==> src/rtl/hazard_pkg.sv <==
// Shared types and helpers for the pipeline hazard sequencer.
package hazard_pkg;

  // Sequencer states: normal flow, waiting on data memory, dead after watchdog expiry.
  typedef enum logic [1:0] {
    S_RUN      = 2'd0,
    S_MEM_WAIT = 2'd1,
    S_TIMEOUT  = 2'd2
  } hazard_state_t;

  localparam int DEFAULT_CNT_W = 32;

  // Counters are widened to this before the saturating increment, then truncated back.
  localparam int SAT_W = 64;

  // Increment that sticks at max_value instead of wrapping.
  function automatic logic [SAT_W-1:0] sat_inc(input logic [SAT_W-1:0] value,
                                               input logic [SAT_W-1:0] max_value);
    logic [SAT_W-1:0] result;
    if (value >= max_value) begin
      result = max_value;
    end else begin
      result = value + SAT_W'(1);
    end
    return result;
  endfunction

endpackage

==> src/rtl/hazard_detector.sv <==
// Combinational RAW hazard detection for the instruction sitting in ID.
// Register 0 is hardwired to zero, so a destination of 0 never matches.
module hazard_detector
  import hazard_pkg::*;
#(
  parameter int REG_ADDR_W = 5
) (
  input  logic [REG_ADDR_W-1:0] id_src1,
  input  logic [REG_ADDR_W-1:0] id_src2,
  input  logic                  id_two_src,
  input  logic                  exe_wb_en,
  input  logic                  exe_mem_r_en,
  input  logic [REG_ADDR_W-1:0] exe_dest,
  input  logic                  mem_wb_en,
  input  logic [REG_ADDR_W-1:0] mem_dest,
  input  logic                  forward_en,
  output logic                  raw
);

  logic exe_match;
  logic mem_match;

  // Source 2 only counts when the instruction really reads it.
  assign exe_match = (exe_dest != '0) &&
                     ((exe_dest == id_src1) || (id_two_src && (exe_dest == id_src2)));
  assign mem_match = (mem_dest != '0) &&
                     ((mem_dest == id_src1) || (id_two_src && (mem_dest == id_src2)));

  // With forwarding only a load in EXE cannot be bypassed; without it any pending write stalls.
  always_comb begin
    raw = 1'b0;
    if (forward_en) begin
      raw = exe_mem_r_en && exe_match;
    end else begin
      raw = (exe_wb_en && exe_match) || (mem_wb_en && mem_match);
    end
  end

endmodule

==> src/rtl/pipe_hazard_ctrl.sv <==
// Stall/flush sequencer for the 5-stage pipeline: RAW bubbles, branch flush,
// data-memory wait freezes with a watchdog, and saturating performance counters.
module pipe_hazard_ctrl
  import hazard_pkg::*;
#(
  parameter int REG_ADDR_W = 5,
  parameter int CNT_W      = DEFAULT_CNT_W,
  parameter int TIMEOUT    = 255
) (
  input  logic                  clk,
  input  logic                  rst,
  input  logic [REG_ADDR_W-1:0] id_src1,
  input  logic [REG_ADDR_W-1:0] id_src2,
  input  logic                  id_two_src,
  input  logic                  id_br_taken,
  input  logic                  exe_wb_en,
  input  logic                  exe_mem_r_en,
  input  logic [REG_ADDR_W-1:0] exe_dest,
  input  logic                  mem_wb_en,
  input  logic [REG_ADDR_W-1:0] mem_dest,
  input  logic                  forward_en,
  input  logic                  mem_busy,
  input  logic                  clr_cnt,
  output logic                  hazard_detected,
  output logic                  pc_freeze,
  output logic                  ifid_freeze,
  output logic                  ifid_flush,
  output logic                  idex_freeze,
  output logic                  exmem_freeze,
  output logic                  memwb_freeze,
  output logic                  err_timeout,
  output logic [CNT_W-1:0]      stall_cnt,
  output logic [CNT_W-1:0]      flush_cnt,
  output logic [CNT_W-1:0]      memwait_cnt
);

  // The timer only has to reach TIMEOUT; one spare bit keeps the compare clean.
  localparam int TW = (TIMEOUT > 0) ? $clog2(TIMEOUT + 2) : 1;
  localparam logic [TW-1:0]    TIMEOUT_V = TW'(TIMEOUT);
  localparam logic [SAT_W-1:0] CNT_MAX   = SAT_W'({CNT_W{1'b1}});

  hazard_state_t state;
  logic [TW-1:0] timer;
  logic [TW-1:0] timer_inc;
  logic          raw;
  logic          watchdog_hit;
  logic          mem_stall;

  hazard_detector #(
    .REG_ADDR_W(REG_ADDR_W)
  ) u_detector (
    .id_src1      (id_src1),
    .id_src2      (id_src2),
    .id_two_src   (id_two_src),
    .exe_wb_en    (exe_wb_en),
    .exe_mem_r_en (exe_mem_r_en),
    .exe_dest     (exe_dest),
    .mem_wb_en    (mem_wb_en),
    .mem_dest     (mem_dest),
    .forward_en   (forward_en),
    .raw          (raw)
  );

  // Timer counts consecutive busy cycles; it saturates so a disabled watchdog cannot wrap it.
  assign timer_inc    = (&timer) ? timer : timer + TW'(1);
  assign watchdog_hit = (TIMEOUT != 0) && (timer_inc >= TIMEOUT_V);

  // Mealy control outputs; memory waits outrank RAW bubbles, which outrank branch flushes.
  always_comb begin
    hazard_detected = 1'b0;
    pc_freeze       = 1'b0;
    ifid_freeze     = 1'b0;
    ifid_flush      = 1'b0;
    idex_freeze     = 1'b0;
    exmem_freeze    = 1'b0;
    memwb_freeze    = 1'b0;
    mem_stall       = 1'b0;
    if (rst) begin
      if ((state == S_TIMEOUT) || mem_busy) begin
        pc_freeze    = 1'b1;
        ifid_freeze  = 1'b1;
        idex_freeze  = 1'b1;
        exmem_freeze = 1'b1;
        memwb_freeze = 1'b1;
        mem_stall    = 1'b1;
      end else begin
        hazard_detected = raw;
        pc_freeze       = raw;
        ifid_freeze     = raw;
        ifid_flush      = id_br_taken && !raw;
      end
    end
  end

  // Sequencer state, busy timer and the sticky watchdog error.
  always_ff @(posedge clk or negedge rst) begin
    if (!rst) begin
      state       <= S_RUN;
      timer       <= '0;
      err_timeout <= 1'b0;
    end else begin
      case (state)
        S_RUN, S_MEM_WAIT: begin
          if (mem_busy) begin
            timer <= timer_inc;
            if (watchdog_hit) begin
              state       <= S_TIMEOUT;
              err_timeout <= 1'b1;
            end else begin
              state <= S_MEM_WAIT;
            end
          end else begin
            state <= S_RUN;
            timer <= '0;
          end
        end
        S_TIMEOUT: begin
          state       <= S_TIMEOUT;
          err_timeout <= 1'b1;
        end
        default: begin
          state <= S_RUN;
          timer <= '0;
        end
      endcase
    end
  end

  // Saturating performance counters; a clear request wins over any increment.
  always_ff @(posedge clk or negedge rst) begin
    if (!rst) begin
      stall_cnt   <= '0;
      flush_cnt   <= '0;
      memwait_cnt <= '0;
    end else if (clr_cnt) begin
      stall_cnt   <= '0;
      flush_cnt   <= '0;
      memwait_cnt <= '0;
    end else begin
      if (hazard_detected) begin
        stall_cnt <= CNT_W'(sat_inc(SAT_W'(stall_cnt), CNT_MAX));
      end
      if (ifid_flush) begin
        flush_cnt <= CNT_W'(sat_inc(SAT_W'(flush_cnt), CNT_MAX));
      end
      if (mem_stall) begin
        memwait_cnt <= CNT_W'(sat_inc(SAT_W'(memwait_cnt), CNT_MAX));
      end
    end
  end

endmodule

==> config.mk <==
export PLATFORM = sky130hd
export DESIGN_NAME = pipe_hazard_ctrl
export DESIGN_NICKNAME = d
export VERILOG_FILES = /design/src/rtl/hazard_pkg.sv /design/src/rtl/hazard_detector.sv /design/src/rtl/pipe_hazard_ctrl.sv
export SDC_FILE = /design/constraint.sdc
export NUM_CORES = 1
export LEC_CHECK = 0
export ABC_AREA = 1
export BUFFER_PORTS_ARGS = -buffer_cell sky130_fd_sc_hd__buf_2
export CORE_AREA = 5 5 112 166
export CTS_CLUSTER_SIZE = 12
export DETAILED_ROUTE_END_ITERATION = 12
export DIE_AREA = 0 0 117 171
export PLACE_DENSITY = 0.78
export SETUP_SLACK_MARGIN = 0.15
export SLEW_MARGIN = 10
export SYNTH_ARGS = -nofsm -noshare
export SYNTH_HDL_FRONTEND = slang
export SYNTH_SLANG_ARGS = --single-unit
export TNS_END_PERCENT = 20
==> constraint.sdc <==
create_clock -name clk -period 2.25 [get_ports clk]
set_input_delay 0.45 -clock clk [delete_from_list [all_inputs] [get_ports clk]]
set_output_delay 0.45 -clock clk [all_outputs]
set_load 0.005 [all_outputs]
==> out/metrics.sh <==
RESULT_OF_THE_RUN='finished clean'
SYNTH_FF_TYPE='dfrtp_1'
CLK_PIN_SLEW_WORST_PATHS_PS=80
SHARE_OF_THE_CLOCK_PERIOD_USED_BY_THE_WORST_PATH_AFTER_LAYOUT=0.895
CTS_MAX_PATH_BUFFERS=2
SHARE_OF_LAYOUT_CELLS_ABOVE_DRIVE_STRENGTH_1=0.166
SYNTHADDERAREAFRAC=0.00605
STARTPOINT_TYPE_OF_THE_WORST_SETUP_PATH='flop'
NUMBER_OF_CTS_INSERTED_BUFFERS=9
CRITPATHMOSTFREQUENTCELL='nor2_4'
ROOT_BUFFER='clkbuf_16'
PATH_CELLS='inv_2 -> nor2_4 -> nor2_4 -> and3_1 -> nand2_4 -> inv_1 -> buf_2'
FIRST_GLOBAL_VIAS=8560
REGTOREGSTARTPOINT='memwait_cnt[0]'
WORST_CLOCK_SKEW_PS=7.02
DP_HPWL_MICRONS=19000
SYNTH_CELL_TYPES=37
DETAIL_ROUTE.DRC_VIOLATIONS=0
HOLD_PATH.CLASS='input pin to asynchronous set/reset pin'
POST_CTS_BUFFERS=0
GRT_SETUP_UNREPAIRED='true'
NUM_ANTENNA_CELLS=0
NNETSFINAL=1470
MAPPEDNETLISTNETS=1342
FLOORPLAN.INITIALDENSITY=0.483
SETUP.WORST_PATH.CLASS='flop to output port'
SYNTH_TOP_FAMILY_BY_AREA='simple AND/OR/NAND/NOR gates'
DETAILROUTE.VIA_COUNT=8868
TOTALNEGATIVESETUPSLACK_PS=0
LAYOUT.CELL_AREA.NON_FILLER_SQ_UM=9490
FIN_CRIT_PS=2010
CRIT_PATH_MAX_FANOUT=5
ROUTE.DETAILED.WL_PER_INST_MICRONS=14.7
WORST_EP_ARRIVAL_TIME_PS=1560
FLOORPLAN.IO_PINS=134
CLOCK.FMAX_MHz=496
WORST_IR_DROP_VDD_V=0.000342
FINAL_ANTENNA_NET_COUNT=0
POWER.DENSITY_nW_PER_UM2=432
GRT_PASS1_WL_MICRONS=40200
YOSYS-MUX-AREA-FRACTION=0
MAXIMUM_NUMBER_OF_PINS_ON_ONE_NET_BEFORE_GLOBAL_ROUTE_REPAIR=48
GP_CONGESTION=1.04
YS.WARNINGS.COUNT=0
PLACEMENT.IO_BUFFERS=133
CPPEAKSTAGEDELAY_PS=390
FRACTION_OF_THE_MAPPED_NETLIST_AREA_IN_COMPOUND_GATES=0.0493
VIASPERCELL=5.36
SYNTH.FF_LATCH_COUNT=108
NUMBER_OF_CORE_ROWS=59
SLEW-LIMIT-HEADROOM=0.586
DIE_Y_MICRONS=171
DRT_FIRST_ITER_VIOLATIONS=555
CTS_TREE='yes'
TIMING_HOLD_VIOLATIONS_FINAL=0
SLEW_VIOLATIONS=0
SYNTH_ENABLE_FLOP_CELLS=0
SYNTH-XOR-AREA-SHARE=0.0497
DIE_FOOTPRINT_SQ_UM=20000
SETUP_VIOL=0
NFILLCELLS=1718
CRITICAL_PATH.STARTPOINT='state[1]'
P_LEAK_nW=4.86
SYNTH_ASYNC_SR_FLOP_SHARE=1.00
MAXCAPVIOLATIONS=0
CPMAXSTAGEDELAYCELL='dfrtp_1'
AREA_GROWTH_SYN_TO_LAYOUT_PCT=14.6
DETAIL_ROUTE.FIRST_PASS.ITERATIONS=7
POST_SYNTH.CELL_AREA_AVG_SQ_UM=6.33
CRITICAL_PATH_REQUIRED_PS=1800
HTREE_NUM_LEVELS=3
PLACE_AREA_SQ_UM=9150
END_KIND='output port'
POSTSYNTHCELLCOUNT=1308
POSTROUTEWIRELENGTH_MICRONS=24300
GLOBALROUTETOTALUTIL=0.249
CORE-AREA_SQ_UM=17100
SYNTH.CELL_AREA_SQ_UM=8280
INSERTION_DELAY_PS=370
YOSYS.AREA_SHARE.SIMPLE=0.475
CHIPWIDTH_MICRONS=117
INITIAL_ANTENNA_VIOLATION_COUNT=0
TIGHTESTPINTRANSITION_PS=619
GLOBAL_ROUTE.OVERFLOW_TOTAL=0
CLKSINKCOUNT=108
SYNTH-SEQ-AREA-SHARE=0.327
cell usage in the layout (no fill, tap or decap), types with 5 or more instances in the layout:
master,n
a21oi_1,36
buf_2,132
buf_4,28
clkbuf_16,9
dfrtp_1,108
inv_1,119
inv_2,15
nand2_1,501
nand2_2,7
nand3_1,141
nand3_2,8
nand3b_1,15
nand4_1,26
nor2_1,123
nor2_2,10
nor2_4,5
nor3_1,34
o21ai_0,20
o21ai_1,21
xnor2_1,16
xor2_1,31
through the flow:
| step | utilization | hold slack [ps] | total power, W | std cells | setup slack [ps] |
|---|---|---|---|---|---|
| after global routing | 0.554 | 172 | 0.00426 | 1654 | 115 |
| after detailed placement | 0.534 | 464 | 0.00242 | 1638 | 127 |
| after global placement | 0.534 | 459 | 0.00241 | 1638 | 159 |
| after floorplan | - | 154 | 0.00225 | 1308 | 258 |
| after CTS | 0.553 | 151 | 0.00413 | 1654 | 116 |
| final | 0.554 | 131 | 0.00410 | 1654 | 235 |
worst max-delay path, delay by kind of cell, from the launching register on:
kind	cells	cell delay (ps)
DFF	1	390
and+or+nand+nor	4	570
buffers and inverters	3	220
cells by family (layout without fill, tap and decap cells):
family,Yosys count,after routing
AND/OR/NAND/NOR,891,891
buffers and inverters,178,311
flip-flops,108,108
AO/OA/AOI/OAI,80,80
XOR/XNOR,47,47
adder cells (fa/ha/maj),4,4
cells in the mapped netlist (2+ instances only):
cell type	count	area, sq um
nand2_1	501	1880
nand3_1	141	706
nor2_1	123	462
inv_1	119	447
dfrtp_1	108	2700
a21oi_1	36	180
nor3_1	34	170
xor2_1	31	272
nand4_1	26	163
o21ai_0	22	110
o21ai_1	20	100
xnor2_1	16	140
buf_2	15	75.1
nand3b_1	15	113
inv_2	14	52.6
nor2_2	14	87.6
buf_4	10	75.1
nand3_2	8	80.1
buf_1	7	26.3
nand2_2	7	43.8
buf_6	6	67.6
clkbuf_1	5	18.8
ha_1	4	50.1
nor3_4	4	65.1
or2_2	4	25.0
nand2_4	3	33.8
nor3_2	3	30.0
a22o_1	2	17.5
nor3b_1	2	15.0
worst paths after layout:
path,slack (ps),cells past startpoint,endpoint
setup / recovery,240,7,ifid_flush
min in group clk,480,2,err_timeout
hold / removal,130,2,memwait_cnt[16]
hold reg to reg,480,2,err_timeout
setup reg to reg,300,11,memwait_cnt[6]
max in group asynchronous,1600,2,stall_cnt[30]
power breakdown:
group	switching (W)	internal, W	total, W
logic	0.000269	0.000127	0.000396
clock network	0.000809	0.000907	0.00172
registers	0.0000281	0.00196	0.00199
layout make-up:
cell class | instances | area [sq um] | area share
multi-input combinational | 1022 | 4830 | 0.509
tap | 213 | 267 | 0.0281
clock inverter | 6 | 71.3 | 0.00752
inverter | 135 | 508 | 0.0536
sequential | 108 | 2700 | 0.285
clock buffer | 10 | 239 | 0.0252
timing repair buffer | 160 | 871 | 0.0918
per-layer routing:
| metal | GRT usage | vias up | part of all wire |
|---|---|---|---|
| li1 | - | 4404 | - |
| met1 | 0.278 | 4073 | 0.38 |
| met3 | 0.0347 | 81 | 0.049 |
| met2 | 0.454 | 310 | 0.52 |
| met4 | 0.124 | 0 | 0.046 |
| met5 | 0 | - | 0 |
sequential cells by signal, summed over array words and instances (netlist names):
| register | flops |
|---|---|
| stall_cnt | 32 |
| state | 2 |
| timer | 9 |
| flush_cnt | 32 |
| err_timeout | 1 |
| memwait_cnt | 32 |
timing repair:
action,4_1_cts,5_1_grt
hold buffers,0,0
cloned,0,0
resized for setup,2,5
endpoints found under the setup margin,3,9
(Power assumes the default switching activity.)
